[src/rtl/median_pkg.sv]
// Shared definitions for the 3-tap median filter.
//   DATA_W       : sample width
//   fill_state_e : window fill level; the encoding doubles as the sample count
package median_pkg;

   localparam int DATA_W = 8;

   typedef enum logic [1:0] {
      EMPTY = 2'd0,
      ONE   = 2'd1,
      TWO   = 2'd2,
      FULL  = 2'd3
   } fill_state_e;

endpackage

[src/rtl/median3_filter_if.sv]
// Streaming bundle for median3_filter.
//   in_valid/in_data/in_ready    : upstream sample handshake
//   flush                        : synchronous window discard
//   out_valid/out_data/out_ready : downstream result handshake
//   win_cnt                      : samples currently held in the window
// slave  : the filter side
// master : the source/sink side
interface median3_filter_if;
   import median_pkg::*;

   logic              in_valid;
   logic [DATA_W-1:0] in_data;
   logic              in_ready;
   logic              flush;
   logic              out_valid;
   logic [DATA_W-1:0] out_data;
   logic              out_ready;
   logic [1:0]        win_cnt;

   modport slave (
      input  in_valid, in_data, flush, out_ready,
      output in_ready, out_valid, out_data, win_cnt
   );

   modport master (
      output in_valid, in_data, flush, out_ready,
      input  in_ready, out_valid, out_data, win_cnt
   );

endinterface

[src/rtl/median3_core.sv]
// Purely combinational unsigned median of three.
//   a_i, b_i, c_i : operands
//   med_o         : median value; with a repeated operand the repeat wins
module median3_core
   import median_pkg::*;
(
   input  logic [DATA_W-1:0] a_i,
   input  logic [DATA_W-1:0] b_i,
   input  logic [DATA_W-1:0] c_i,
   output logic [DATA_W-1:0] med_o
);

   logic [DATA_W-1:0] lo_ab;
   logic [DATA_W-1:0] hi_ab;
   logic [DATA_W-1:0] hi_c;

   // median = max(min(a,b), min(max(a,b), c))
   always_comb begin
      lo_ab = (a_i < b_i) ? a_i : b_i;
      hi_ab = (a_i < b_i) ? b_i : a_i;
      hi_c  = (hi_ab < c_i) ? hi_ab : c_i;
      med_o = (lo_ab < hi_c) ? hi_c : lo_ab;
   end

endmodule

[src/rtl/median3_filter.sv]
// Sliding 3-sample median filter with valid/ready handshakes on both sides.
//   clk : rising-edge clock
//   rst : asynchronous active-high reset
//   bus : median3_filter_if.slave (sample in, result out, flush, win_cnt)
//
// state | meaning
// EMPTY | no samples in window
// ONE   | one sample in window
// TWO   | two samples in window
// FULL  | three samples; every further accept yields a result
module median3_filter
   import median_pkg::*;
(
   input  logic              clk,
   input  logic              rst,
   median3_filter_if.slave   bus
);

   fill_state_e       state_q, state_d;
   logic [DATA_W-1:0] w0_q, w1_q, w2_q;
   logic [DATA_W-1:0] w0_d, w1_d, w2_d;
   logic              out_valid_q, out_valid_d;
   logic [DATA_W-1:0] out_data_q, out_data_d;
   logic              in_ready;
   logic              accept;
   logic              load;
   logic [DATA_W-1:0] median;

   // flush blocks acceptance, so it cannot combine with a new sample
   assign in_ready = (~out_valid_q | bus.out_ready) & ~bus.flush;
   assign accept   = bus.in_valid & in_ready;

   // median of the incoming sample and the two that shift into w1/w2
   median3_core u_core (
      .a_i   (bus.in_data),
      .b_i   (w0_q),
      .c_i   (w1_q),
      .med_o (median)
   );

   always_ff @(posedge clk or posedge rst) begin
      if (rst) begin
         state_q <= EMPTY;
      end else begin
         state_q <= state_d;
      end
   end

   always_comb begin
      state_d = state_q;
      if (bus.flush) begin
         state_d = EMPTY;
      end else if (accept) begin
         case (state_q)
            EMPTY:   state_d = ONE;
            ONE:     state_d = TWO;
            default: state_d = FULL;
         endcase
      end
   end

   always_comb begin
      w0_d        = w0_q;
      w1_d        = w1_q;
      w2_d        = w2_q;
      out_valid_d = out_valid_q;
      out_data_d  = out_data_q;
      load        = accept & ((state_q == TWO) | (state_q == FULL));

      if (accept) begin
         w0_d = bus.in_data;
         w1_d = w0_q;
         w2_d = w1_q;
      end

      if (load) begin
         out_valid_d = 1'b1;
         out_data_d  = median;
      end else if (out_valid_q & bus.out_ready) begin
         out_valid_d = 1'b0;
      end
   end

   always_ff @(posedge clk or posedge rst) begin
      if (rst) begin
         w0_q        <= '0;
         w1_q        <= '0;
         w2_q        <= '0;
         out_valid_q <= 1'b0;
         out_data_q  <= '0;
      end else begin
         w0_q        <= w0_d;
         w1_q        <= w1_d;
         w2_q        <= w2_d;
         out_valid_q <= out_valid_d;
         out_data_q  <= out_data_d;
      end
   end

   assign bus.in_ready  = in_ready;
   assign bus.out_valid = out_valid_q;
   assign bus.out_data  = out_data_q;
   assign bus.win_cnt   = state_q;

endmodule

[src/flat_wrapper.sv]
// flat-port wrapper written by rule: the top's interface ports become plain ports
module median3_filter_flat import median_pkg::*;
  (clk, rst, bus_in_valid, bus_in_data, bus_flush, bus_out_ready, bus_in_ready, bus_out_valid, bus_out_data, bus_win_cnt);
  median3_filter_if bus_i ();
  input  logic clk;
  input  logic rst;
  input wire logic [$bits(bus_i.in_valid)-1:0] bus_in_valid;
  input wire logic [$bits(bus_i.in_data)-1:0] bus_in_data;
  input wire logic [$bits(bus_i.flush)-1:0] bus_flush;
  input wire logic [$bits(bus_i.out_ready)-1:0] bus_out_ready;
  output wire logic [$bits(bus_i.in_ready)-1:0] bus_in_ready;
  output wire logic [$bits(bus_i.out_valid)-1:0] bus_out_valid;
  output wire logic [$bits(bus_i.out_data)-1:0] bus_out_data;
  output wire logic [$bits(bus_i.win_cnt)-1:0] bus_win_cnt;
  assign bus_i.in_valid = bus_in_valid;
  assign bus_i.in_data = bus_in_data;
  assign bus_i.flush = bus_flush;
  assign bus_i.out_ready = bus_out_ready;
  assign bus_in_ready = bus_i.in_ready;
  assign bus_out_valid = bus_i.out_valid;
  assign bus_out_data = bus_i.out_data;
  assign bus_win_cnt = bus_i.win_cnt;
  median3_filter u_core (.clk(clk), .rst(rst), .bus(bus_i));
endmodule
[config.mk]
export PLATFORM = sky130hd
export DESIGN_NAME = median3_filter_flat
export DESIGN_NICKNAME = d
export VERILOG_FILES = /design/src/rtl/median_pkg.sv /design/src/rtl/median3_filter_if.sv /design/src/rtl/median3_core.sv /design/src/rtl/median3_filter.sv /design/src/flat_wrapper.sv
export SDC_FILE = /design/constraint.sdc
export NUM_CORES = 1
export LEC_CHECK = 0
export ABC_AREA = 1
export CAP_MARGIN = 20
export CORE_ASPECT_RATIO = 1.4
export CORE_UTILIZATION = 30
export DETAILED_ROUTE_END_ITERATION = 8
export PLACE_DENSITY = 0.55
export SYNTH_ARGS = -nofsm -noshare
export SYNTH_HDL_FRONTEND = slang
export SYNTH_HIERARCHICAL = 1
export SYNTH_SLANG_ARGS = --single-unit
export TNS_END_PERCENT = 30
[constraint.sdc]
create_clock -name clk -period 9.15 [get_ports clk]
set_clock_uncertainty 0.1 [all_clocks]
set_input_delay 1.3725 -clock clk [delete_from_list [all_inputs] [get_ports clk]]
set_output_delay 1.3725 -clock clk [all_outputs]
set_load 0.005 [all_outputs]
==> reports/summary.json <==
{
  "irDropWorstVdd": {"value": 82.9, "unit": "uV"},
  "period_minus_slack": {"value": 5.89, "unit": "ns"},
  "cts_tree": {"value": "done"},
  "synth_mux_area_share": {"value": 0, "unit": "%"},
  "crit_fanout": {"value": 31},
  "critical-path-top-delay-family": {"value": "compound AO/OA/AOI/OAI gates"},
  "instances_no_fill": {"value": 413},
  "cts-root-to-sink-buffers": {"value": 2},
  "layout-area-overhead-vs-synth": {"value": 15.2, "unit": "%"},
  "synth_top_area_share": {"value": 31.4, "unit": "%"},
  "seqPwrFrac": {"value": 29.5, "unit": "%"},
  "syn-cell-area": {"value": 0.00215, "unit": "mm2"},
  "maximum_number_of_pins_on_one_net_before_global_route_repair": {"value": 32},
  "die_width": {"value": 73.6, "unit": "um"},
  "cts_repair_resize_count": {"value": 0},
  "drt-wirelength-per-cell": {"value": 10.6, "unit": "um"},
  "source_to_sink_clock_delay_at_the_later_pin_of_the_worst_skew_pair": {"value": 0.28, "unit": "ns"},
  "arrival": {"value": 5.97, "unit": "ns"},
  "path_common_cell": {"value": "sky130_fd_sc_hd__nand2_1"},
  "floorplan.rows": {"value": 36},
  "wl": {"value": 4390, "unit": "um"},
  "htreeDepth": {"value": 1},
  "placedCellCount": {"value": 408},
  "numCtsBuffers": {"value": 3},
  "endpoints_failing_setup": {"value": 0},
  "p_sw_share": {"value": 43.9, "unit": "%"},
  "place_hpwl": {"value": 3430, "unit": "um"},
  "synth.largest_area_cell": {"value": "sky130_fd_sc_hd__dfrtp_1"},
  "mostFrequentLayoutCell": {"value": "sky130_fd_sc_hd__nand2_1"},
  "cellLeakagePower": {"value": 1.30, "unit": "nW"},
  "relSlewSlack": {"value": 30.8, "unit": "%"},
  "layout_worst_path_cycle_share": {"value": 64.4, "unit": "%"},
  "cp_data_required_time": {"value": 9.22, "unit": "ns"},
  "detail_route.drc_violations": {"value": 0},
  "clock_sink_count": {"value": 27},
  "drt_iter0_markers": {"value": 51},
  "pwr_density_cell": {"value": 224, "unit": "mW/mm2"},
  "yosys.area_share.xor_xnor": {"value": 0, "unit": "%"},
  "synth_top_family_by_area": {"value": "simple AND/OR/NAND/NOR gates"},
  "drv.max_cap_violation_count": {"value": 0},
  "p_comb_share": {"value": 57.5, "unit": "%"},
  "end_kind": {"value": "register"},
  "detail_route.vias_per_cell": {"value": 4.50},
  "first_global_vias": {"value": 1731},
  "yosys_register_bits": {"value": 27},
  "simple_gate_fraction_of_synth_area": {"value": 36.2, "unit": "%"},
  "grt_antenna_before_repair": {"value": 0},
  "synth_compound_area_share": {"value": 9.29, "unit": "%"},
  "route.antenna.remaining_nets": {"value": 0},
  "syn_avg_cell_area": {"value": 7.18, "unit": "um2"},
  "diodes": {"value": 0},
  "yosys_warnings": {"value": 6},
  "fmax": {"value": 0.170, "unit": "GHz"},
  "kind_of_start_point_of_the_critical_path": {"value": "input port"},
  "critical_path_buf_inv_count": {"value": 4},
  "clk_pin_slew": {"value": 0.10, "unit": "ns"},
  "total_switching_power": {"value": 0.244, "unit": "mW"},
  "global_route_wire_length_before_repair": {"value": 7780, "unit": "um"},
  "port_buffers": {"value": 24},
  "cpMaxStageDelayCell": {"value": "sky130_fd_sc_hd__a211oi_2"},
  "final_util": {"value": 35.8, "unit": "%"},
  "rsz0062_at_grt": {"value": "no"},
  "cts_hold_repair.buffers": {"value": 0},
  "ios": {"value": 25},
  "timing_worst_setup_path_type": {"value": "input port to register"},
  "worst_path_largest_cell_delay": {"value": 0.51, "unit": "ns"},
  "clk_root_buffer_cell": {"value": "sky130_fd_sc_hd__clkbuf_8"},
  "synthesis.instances": {"value": 300},
  "most-common-layout-cells": {"value": "sky130_fd_sc_hd__nand2_1, sky130_fd_sc_hd__inv_1, sky130_fd_sc_hd__nand3_1, sky130_fd_sc_hd__dfrtp_1, sky130_fd_sc_hd__clkdlybuf4s50_1"},
  "place.gp.congestion": {"value": 0.836},
  "seq_area_frac_synth": {"value": 31.4, "unit": "%"},
  "p_int": {"value": 0.311, "unit": "mW"},
  "dr.pass1.iters": {"value": 4},
  "timing_max_transition_violations_final": {"value": 0},
  "worst_pin_slew": {"value": 1.03, "unit": "ns"},
  "post_synth_fa_ha_maj_area_fraction": {"value": 12.2, "unit": "%"},
  "total_number_of_vias": {"value": 1858},
  "drive_above_1_share": {"value": 9.12, "unit": "%"},
  "die-area": {"value": 0.00753, "unit": "mm2"},
  "hold_class": {"value": "register to register"},
  "total_routing_resource_utilization_after_global_routing": {"value": 13.1, "unit": "%"},
  "hold_viol": {"value": 0},
  "mappedNetlistNets": {"value": 334},
  "die-height": {"value": 102, "unit": "um"},
  "netlist_top_cells_area": {"value": "sky130_fd_sc_hd__dfrtp_1, sky130_fd_sc_hd__nand2_1, sky130_fd_sc_hd__ha_1"},
  "grt-ovfl-total": {"value": 0},
  "num-nets-final": {"value": 353},
  "outcome": {"value": "finished, final reports clean"},
  "core_region_area": {"value": 0.00694, "unit": "mm2"},
  "synthDistinctLibCells": {"value": 24},
  "timing.setup.tns": {"value": 0, "unit": "ns"},
  "floorplan.initialDensity": {"value": 31.1, "unit": "%"},
  "post-cts-setup-buffer-count": {"value": 0},
  "share_clk_of_total_power": {"value": 13.0, "unit": "%"}
}
-- flip-flops by register name (all words and copies together) (netlist names) --
| name | flops |
|---|---|
| u_core/bus.out_data | 8 |
| u_core/bus.win_cnt | 2 |
| u_core/w0_q | 8 |
| u_core/w1_q | 8 |
| u_core/bus.out_valid | 1 |
-- worst min-delay path: cells and delay by family (launching register included) --
family           cells  cell delay (ns)
flip-flops           1             0.36
AND/OR/NAND/NOR      2             0.10
-- stage by stage --
step                      hold WS (ns)  total power, mW  setup slack (ns)  instance area [um2]
after floorplan                  0.349            0.409              3.88                 2150
after global placement           0.363            0.485              3.03                 2420
after detailed placement         0.366            0.490              2.93                 2420
after CTS                        0.393            0.565              3.24                 2470
after global routing             0.417            0.625              2.66                 2480
final                            0.389            0.555              3.26                 2480
-- logic make-up after synthesis --
family                     count (synthesis)
AOI/OAI and AO/OA                         33
adders and majority gates                 21
buffers and inverters                     48
DFF                                       27
and+or+nand+nor                          171
-- cells in the mapped netlist, drive strengths merged --
cell,n
a211oi,2
ha,21
clkbuf,1
inv,37
o21ai,15
a21oi,15
dfrtp,27
buf,10
nor2,14
nand4,10
and2,2
nand3,30
o21a,1
nand2,115
-- power by group through the flow --
stage,Sequential [mW],Combinational [mW],Clock (mW)
3_3_place_gp,0.165,0.320,0
2_1_floorplan,0.164,0.244,0
5_1_grt,0.168,0.375,0.0817
6_report,0.164,0.319,0.0721
4_1_cts,0.164,0.324,0.0775
3_5_place_dp,0.167,0.323,0
-- path summary, 6_finish.rpt --
path                                      from                      to  slack, ns  cells past startpoint
worst max-delay path            bus_in_data[7]  u_core/bus.out_data[5]       3.26                     26
worst min-delay path            u_core/w1_q[4]          u_core/w1_q[4]       0.39                      2
worst max register to register  u_core/w0_q[7]  u_core/bus.out_data[5]       4.42                     26
worst min register to register  u_core/w1_q[4]          u_core/w1_q[4]       0.39                      2
max in group asynchronous                  rst          u_core/w1_q[2]       7.11                      3
min in group asynchronous                  rst          u_core/w0_q[7]       1.33                      2
-- layer usage --
metal / global-route usage (%) / up-vias / share of wire (%)
li1: - / 1001 / -
met1: 16.8 / 832 / 46
met2: 22.6 / 21 / 51
met3: 1.18 / 4 / 1.6
met4: 4.88 / 0 / 1.6
met5: 0 / - / 0
-- final cells by class --
type	instances	area [um2]
Clock buffer	3	41.3
Clock inverter	1	7.51
Fill cell	786	4460
Inverter	37	139
Multi-Input combinational cell	225	1240
Sequential cell	27	676
Tap cell	95	119
Timing Repair Buffer	25	255
No activity file was read; power rests on OpenSTA's default activity.
